===== src/rtl/smg_pkg.sv =====
// ============================================================================
// smg_pkg : shared constants and FSM state type for the BCD display path
// Revision: 1.0
// ============================================================================
`default_nettype none

package smg_pkg;

    localparam int BCD_DIGITS   = 4;
    localparam int SAT_VAL_DFLT = 9999;

    typedef enum logic [1:0] {
        IDLE  = 2'd0,
        SHIFT = 2'd1,
        DONE  = 2'd2
    } state_t;

endpackage

`default_nettype wire


===== src/rtl/bcd_adj3.sv =====
// ============================================================================
// bcd_adj3 : combinational double-dabble cell, adds 3 to a BCD digit >= 5
// Revision: 1.0
// ============================================================================
`default_nettype none

module bcd_adj3 (
    input  logic [3:0] d,
    output logic [3:0] q
);

    assign q = (d >= 4'd5) ? (d + 4'd3) : d;

endmodule

`default_nettype wire


===== src/rtl/bin2bcd_smg.sv =====
// ============================================================================
// bin2bcd_smg : iterative binary-to-BCD converter feeding the 4-digit display
// Revision: 1.0
// ============================================================================
`default_nettype none

module bin2bcd_smg
    import smg_pkg::*;
#(
    parameter int BIN_W   = 14,
    parameter int SAT_VAL = SAT_VAL_DFLT
) (
    input  logic             clk,
    input  logic             rst_n,
    input  logic             in_valid,
    output logic             in_ready,
    input  logic [BIN_W-1:0] in_bin,
    output logic [15:0]      out_bcd,
    output logic             out_valid,
    output logic             ovf,
    output logic             busy
);

    localparam int c_CNT_W  = (BIN_W > 1) ? $clog2(BIN_W) : 1;
    localparam int c_WORK_W = 16 + BIN_W;

    state_t               r_state;
    logic [c_WORK_W-1:0]  r_work;      // {bcd accumulator, binary shift register}
    logic [c_CNT_W-1:0]   r_cnt;
    logic                 r_ovf_next;

    logic [15:0]          w_bcd_adj;
    logic [c_WORK_W-1:0]  w_work_next;
    logic                 w_accept;
    logic                 w_over;
    logic [BIN_W-1:0]     w_load;

    genvar gi;
    generate
        for (gi = 0; gi < BCD_DIGITS; gi++) begin : g_adj
            bcd_adj3 u_adj (
                .d (r_work[BIN_W + 4*gi +: 4]),
                .q (w_bcd_adj[4*gi +: 4])
            );
        end
    endgenerate

    // The clamp keeps digit3 <= 9, so the bit shifted out of the top is always 0.
    assign w_work_next = {w_bcd_adj, r_work[BIN_W-1:0]} << 1;

    assign w_accept = in_valid && in_ready;
    assign w_over   = 32'(in_bin) > 32'(SAT_VAL);
    assign w_load   = w_over ? BIN_W'(SAT_VAL) : in_bin;

    always_ff @(posedge clk or negedge rst_n) begin
        if (!rst_n) begin
            r_state    <= IDLE;
            r_work     <= '0;
            r_cnt      <= '0;
            r_ovf_next <= 1'b0;
            out_bcd    <= 16'h0000;
            out_valid  <= 1'b0;
            ovf        <= 1'b0;
            busy       <= 1'b0;
            in_ready   <= 1'b1;
        end else begin
            out_valid <= 1'b0;
            case (r_state)
                IDLE, DONE: begin
                    if (w_accept) begin
                        r_work     <= {16'h0000, w_load};
                        r_ovf_next <= w_over;
                        r_cnt      <= c_CNT_W'(BIN_W - 1);
                        r_state    <= SHIFT;
                        busy       <= 1'b1;
                        in_ready   <= 1'b0;
                    end else begin
                        r_state    <= IDLE;
                        busy       <= 1'b0;
                        in_ready   <= 1'b1;
                    end
                end
                SHIFT: begin
                    r_work <= w_work_next;
                    r_cnt  <= r_cnt - 1'b1;
                    if (r_cnt == '0) begin
                        r_state   <= DONE;
                        out_bcd   <= w_work_next[c_WORK_W-1:BIN_W];
                        ovf       <= r_ovf_next;
                        out_valid <= 1'b1;
                        busy      <= 1'b0;
                        in_ready  <= 1'b1;
                    end
                end
                default: begin
                    r_state  <= IDLE;
                    busy     <= 1'b0;
                    in_ready <= 1'b1;
                end
            endcase
        end
    end

endmodule

`default_nettype wire

===== config.mk =====
export PLATFORM = sky130hd
export DESIGN_NAME = bin2bcd_smg
export DESIGN_NICKNAME = d
export VERILOG_FILES = /design/src/rtl/smg_pkg.sv /design/src/rtl/bcd_adj3.sv /design/src/rtl/bin2bcd_smg.sv
export SDC_FILE = /design/constraint.sdc
export NUM_CORES = 1
export LEC_CHECK = 0
export ABC_AREA = 1
export BUFFER_PORTS_ARGS = -buffer_cell sky130_fd_sc_hd__buf_2
export CAP_MARGIN = 30
export CORE_ASPECT_RATIO = 2
export CORE_UTILIZATION = 41
export DETAILED_ROUTE_END_ITERATION = 10
export SKIP_LAST_GASP = 1
export SLEW_MARGIN = 20
export SYNTH_ARGS = -nofsm -noshare
export SYNTH_HDL_FRONTEND = slang
export SYNTH_SLANG_ARGS = --single-unit

===== constraint.sdc =====
create_clock -name clk -period 1.8 [get_ports clk]
set_clock_uncertainty 0.1 [all_clocks]
set_input_delay 0 -clock clk [delete_from_list [all_inputs] [get_ports clk]]
set_output_delay 0 -clock clk [all_outputs]
set_load 0.02 [all_outputs]

**After elaboration in Yosys (flattened, before gate mapping)**

Cells that the tools add are included.

- Muxes and demuxes: 20
- Reductions and logical operators: 8
- Order comparisons: 5
- Add/sub/neg operators: 5
- Equal/unequal tests: 4

Operators with widths:

| cell | number |
|---|---|
| 30-bit one-hot mux with 2 select lines | 1 |
| 30-bit 2-to-1 mux | 1 |
| 4-bit by 3-bit >= comparator with 1-bit output (second input constant) | 4 |
| 4-bit 2-to-1 mux | 4 |
| 14-bit greater-than comparator (second input constant) | 1 |
| 14-bit 2-to-1 mux | 1 |
| 4-bit by 2-bit adder with 4-bit output (second input constant) | 3 |
| 4-bit one-hot mux with 2 select lines | 1 |
| 1-bit 2-to-1 mux | 7 |
| 2-bit AND reduction | 3 |
| 4-bit logical NOT | 1 |
| 2-bit inequality test (second input constant) | 2 |
| 1-bit one-hot mux with 2 select lines | 2 |
| 2-bit one-hot mux with 2 select lines | 1 |
| 4-bit by 1-bit subtractor with 4-bit output (second input constant) | 1 |
| 3-bit by 2-bit adder with 3-bit output (second input constant) | 1 |
| 3-bit 2-to-1 mux | 1 |
| 2-bit by 1-bit == test with 1-bit output (second input constant) | 1 |
| 2-bit == test (second input constant) | 1 |
| 2-bit logical NOT | 1 |
| 2-bit 2-to-1 mux | 1 |
| 2-bit nonzero test | 1 |
| 2-bit OR reduction | 1 |
| 1-bit logical AND | 1 |

- Register bits: 57
- Logic and storage cells: 51
- Output and inout bits: 20
- Bits of input ports: 17

**Logic depth before layout (Yosys ltp)**

- Depth after elaboration: 4
- Depth in mapped cells: 10
- Gate-level depth less buffers: 9

**Modules after synthesis**

A second synthesis with hierarchy kept.

- Cell total of the unflattened synthesis: 371
- Area, all modules: 2947.8 µm²

Modules (own cells, without submodules):

| module | seq. area each (µm²) | area each (µm²) | instances | cells an instance |
|---|---|---|---|---|
| bin2bcd_smg | 1427.6 | 2407.3 | 1 | 279 |
| bcd_adj3 | 0.0 | 135.1 | 4 | 23 |

**Worst setup path after synthesis**

No wires, ideal clock.

- Kind: flip-flop to flip-flop
- Start: register r_cnt[0]
- End: register out_bcd[11]
- Data arrival time: 1216 ps
- Cell stages (with the launch flop): 11
- Slack: 357 ps
- Required time: 1573 ps
- Buffers on the path: 1
- Setup time: 127 ps
- Clock period less this slack: 1443 ps
- Cells stage by stage: dfrtp_1 -> inv_1 -> ha_1 -> inv_1 -> nor2_2 -> nand2_2 -> nor2_4 -> inv_2 -> buf_6 -> nand2_1 -> o21ai_2

- Cells in the longest elaborated chain, start to end: 2

Ends and longest elaborated chain:

| what | line | text |
|---|---|---|
| from (decl) | bin2bcd_smg.sv:29 | `logic [c_CNT_W-1:0] r_cnt;` |
| from (signal assigned) | bin2bcd_smg.sv:73 | `r_cnt <= c_CNT_W'(BIN_W - 1);` |
| from (signal assigned) | bin2bcd_smg.sv:85 | `r_cnt <= r_cnt - 1'b1;` |
| 4-bit logical NOT | bin2bcd_smg.sv:86 | `if (r_cnt == '0) begin` |
| 2-bit AND reduction (no line) | - |  |
| to (signal assigned) | bin2bcd_smg.sv:88 | `out_bcd <= w_work_next[c_WORK_W-1:BIN_W];` |
| to (decl) | bin2bcd_smg.sv:18 | `output logic [15:0] out_bcd,` |

No other way between the ends.
A chain may end at the register's enable or synchronous reset.

**Final worst setup path**

- Start: register r_cnt[0]
- End: register out_bcd[14]

Same word-level chain as after synthesis.

==> flow_summary_export.csv <==
group,metric,value,unit
critical_path,cp_slowest_cell,"dfrtp_1",
detailed_routing,via_per_inst,4.78,
floorplanning,fp.dieH,119,um
sta,hold_viol_final,0,
placement,globalplace.congestion,0.849,
logic_synthesis,synth.largest_area_cell,"dfrtp_1",
logic_synthesis,yosysTopAreaCellShare,50.1,%
hold_path,min_path_type,"input port to flop",
sta,tightest_slew,634,ps
clock_network,cts_resized,0,
detailed_routing,post_drt_wl_per_cell,12.4,um
sta,setup_viol,0,
clock_network,cts-root-buf,"clkbuf_16",
logic_synthesis,avgSynthCellArea,8.25,sq um
layout,drive_gt1_share,17.5,%
sta,period_share,86.9,%
logic_synthesis,synth_area,2800,sq um
sta,max_freq,640,MHz
clock_network,clock_sinks,57,
detailed_routing,first_pass_iters,4,
floorplanning,boundaryPins,37,
global_routing,grt_pass1_vias,2293,
clock_network,clkLatencyLatePin,320,ps
clock_network,clock_path_buffers,2,
sta,max_slew_margin,57.8,%
logic_synthesis,ys_types,24,
pwr,leakage,1.83,nW
detailed_routing,drt_iter0_markers,100,
status,outcome,"finished clean",
placement,placed_cells_incl_taps,458,
pwr,ir_drop,0.760,mV
clock_network,cts.reportedPaths.clkPinSlew,50,ps
logic_synthesis,ys_seq_area_share,51.0,%
floorplanning,die_w,60.4,um
logic_synthesis,ys.flop_type,"dfrtp_1",
critical_path,worstPathCellList,"inv_1, ha_1, inv_1, nor2_2, nand2_2, nor2_4, inv_2, o21ai_0",
critical_path,cp_common_cell,"inv_1",
sta,fin_setup_tns,0,ps
detailed_routing,via_count,2337,
detailed_routing,antenna_left,0,
logic_synthesis,yosysWarnings,0,
logic_synthesis,synthTopCellsByArea,"dfrtp_1 (50%), nand2_1 (15%), nand3_1 (5.4%)",
floorplanning,core_area,6620,sq um
global_routing,grt_max_degree,33,
placement,post-place-ws,207,ps
detailed_routing,drc,0,
layout,n_antenna_cell,0,
global_routing,grt_antenna_before_repair,0,
logic_synthesis,ys_async_sr_fraction,100,%
sta,fin_hold_ws,39.5,ps
detailed_routing,drt_wl_total,6050,um
sta,setup_slack,236,ps
critical_path,cp.arrival,1650,ps
logic_synthesis,syn_inst,339,
critical_path,crit_family,"buffers and inverters",
critical_path,slowest_delay,370,ps
critical_path,cp_max_fo,23,
placement,port_buffers,36,
global_routing,grt_pass1_wl,10400,um
clock_network,htreeDepth,3,
global_routing,grt.total_usage,19.9,%
critical_path,worstSetupPathType,"flop to flop",
pwr,power.density,1990,nW/um^2
floorplanning,rows,42,
critical_path,end_kind,"flop",
job,drv_cap,0,
critical_path,required,1890,ps
critical_path,cp.buffers_inverters,3,
critical_path,start_kind,"flop",
logic_synthesis,synth_seq_cells,57,
placement,dp_hpwl,4070,um
layout,fin_nets,422,
floorplanning,initial_core_util,42.3,%
logic_synthesis,synth-edff-count,0,
global_routing,gr-total-overflow,0,
layout,syn2layout_area_growth,24.4,%
layout,fin_cells,489,
layout,fin_util,52.6,%
layout,num-fill-cells,652,
clock_network,cts_setup_buffers,0,
logic_synthesis,syn_nets,365,
sta,grt_setup_unrepaired,"false",
floorplanning,dieArea,7180,sq um
clock_network,cts_tree,"done",
sta,slew_viol_final,0,
sta,period_minus_slack,1560,ps
clock_network,cts_made_buffers,9,
[per-stage QoR]
step / instance area, sq um / power (mW)
after floorplan: 2800 / 4.59
after global placement: 3050 / 5.26
after detailed placement: 3050 / 5.34
after CTS: 3480 / 6.99
after global routing: 3480 / 7.53
final: 3480 / 6.93
[kinds of logic after synthesis]
family          count (synthesis)  synth area share [%]
buf+inv                        53                  9.17
flops                          57                  51.0
simple gates                  173                  25.4
fa+ha+maj                       9                  4.03
xor+xnor                        4                  1.25
compound gates                 42                  8.72
mux                             1                 0.358
[registers in the layout, summed over array words and instances (netlist names)]
name        count
r_ovf_next      1
r_cnt           4
busy            1
r_state         2
out_bcd        16
ovf             1
in_ready        1
out_valid       1
r_work         30
[path summary, 6_finish.rpt]
path	endpoint	cells after the start	from	slack [ps]
worst max-delay path	out_bcd[14]$_DFFE_PN0P_	8	r_cnt[0]$_DFFE_PN0P_	240
worst min-delay path	busy$_DFFE_PN0P_	4	in_valid	40
worst max register to register	out_bcd[14]$_DFFE_PN0P_	8	r_cnt[0]$_DFFE_PN0P_	240
worst min register to register	ovf$_DFFE_PN0P_	2	ovf$_DFFE_PN0P_	360
max in group asynchronous	out_bcd[1]$_DFFE_PN0P_	3	rst_n	870
min in group asynchronous	r_work[29]$_DFFE_PN0P_	2	rst_n	140
[power breakdown]
part | switching (mW) | internal, mW | leakage, nW
Clock | 0.535 | 1.04 | 0.137
Combinational | 2.03 | 1.06 | 1.00
Sequential | 0.332 | 1.93 | 0.691
[layout make-up]
type	instances	area [sq um]	share of cell area (%)
repair buffers	57	388	11.1
well taps	88	110	3.16
flip-flops and latches	57	1430	41.0
multi-input cells	229	1110	32.0
clock buffers	16	282	8.09
inverters	42	160	4.60
[cell usage after synthesis, drive strengths merged (4+ instances only)]
master / n
nand2: 113
dfrtp: 56
inv: 42
nand3: 31
o21ai: 30
nor2: 28
buf: 11
o22ai: 10
ha: 9
xor2: 4
[worst register-to-register path, cell delays in order (launching register included)]
cell	delay [ps]
dfrtp_1	370
inv_1	60
ha_1	190
inv_1	70
nor2_2	50
nand2_2	90
nor2_4	40
inv_2	310
o21ai_0	150
[layer usage]
| layer | vias up | GRT usage [%] | wire length, um | share of wire, % |
|---|---|---|---|---|
| met5 | - | 0 | 0 | 0 |
| met3 | 9 | 4.23 | 190 | 3.1 |
| li1 | 1189 | - | - | - |
| met1 | 1090 | 23.5 | 2490 | 41 |
| met4 | 0 | 10.5 | 122 | 2.0 |
| met2 | 49 | 32.5 | 3250 | 54 |
[layout by cell type (no fill, tap or decap), types with 9 or more instances in the layout]
master         synthesis  routed
dlygate4sd3_1          0      15
buf_2                  2      36
nor2_1                26      26
dfrtp_1               56      56
o21ai_0               25      25
inv_1                 38      38
clkbuf_16              0       9
nand3_1               30      30
ha_1                   9       9
nand2_1              110     110
o22ai_1               10      10
[timing repair]
action                                  CTS  global route
endpoints found under the setup margin    0             0
endpoints found under the hold margin    39             0
hold buffers                             15             0
No activity file was read; power rests on OpenSTA's default activity.
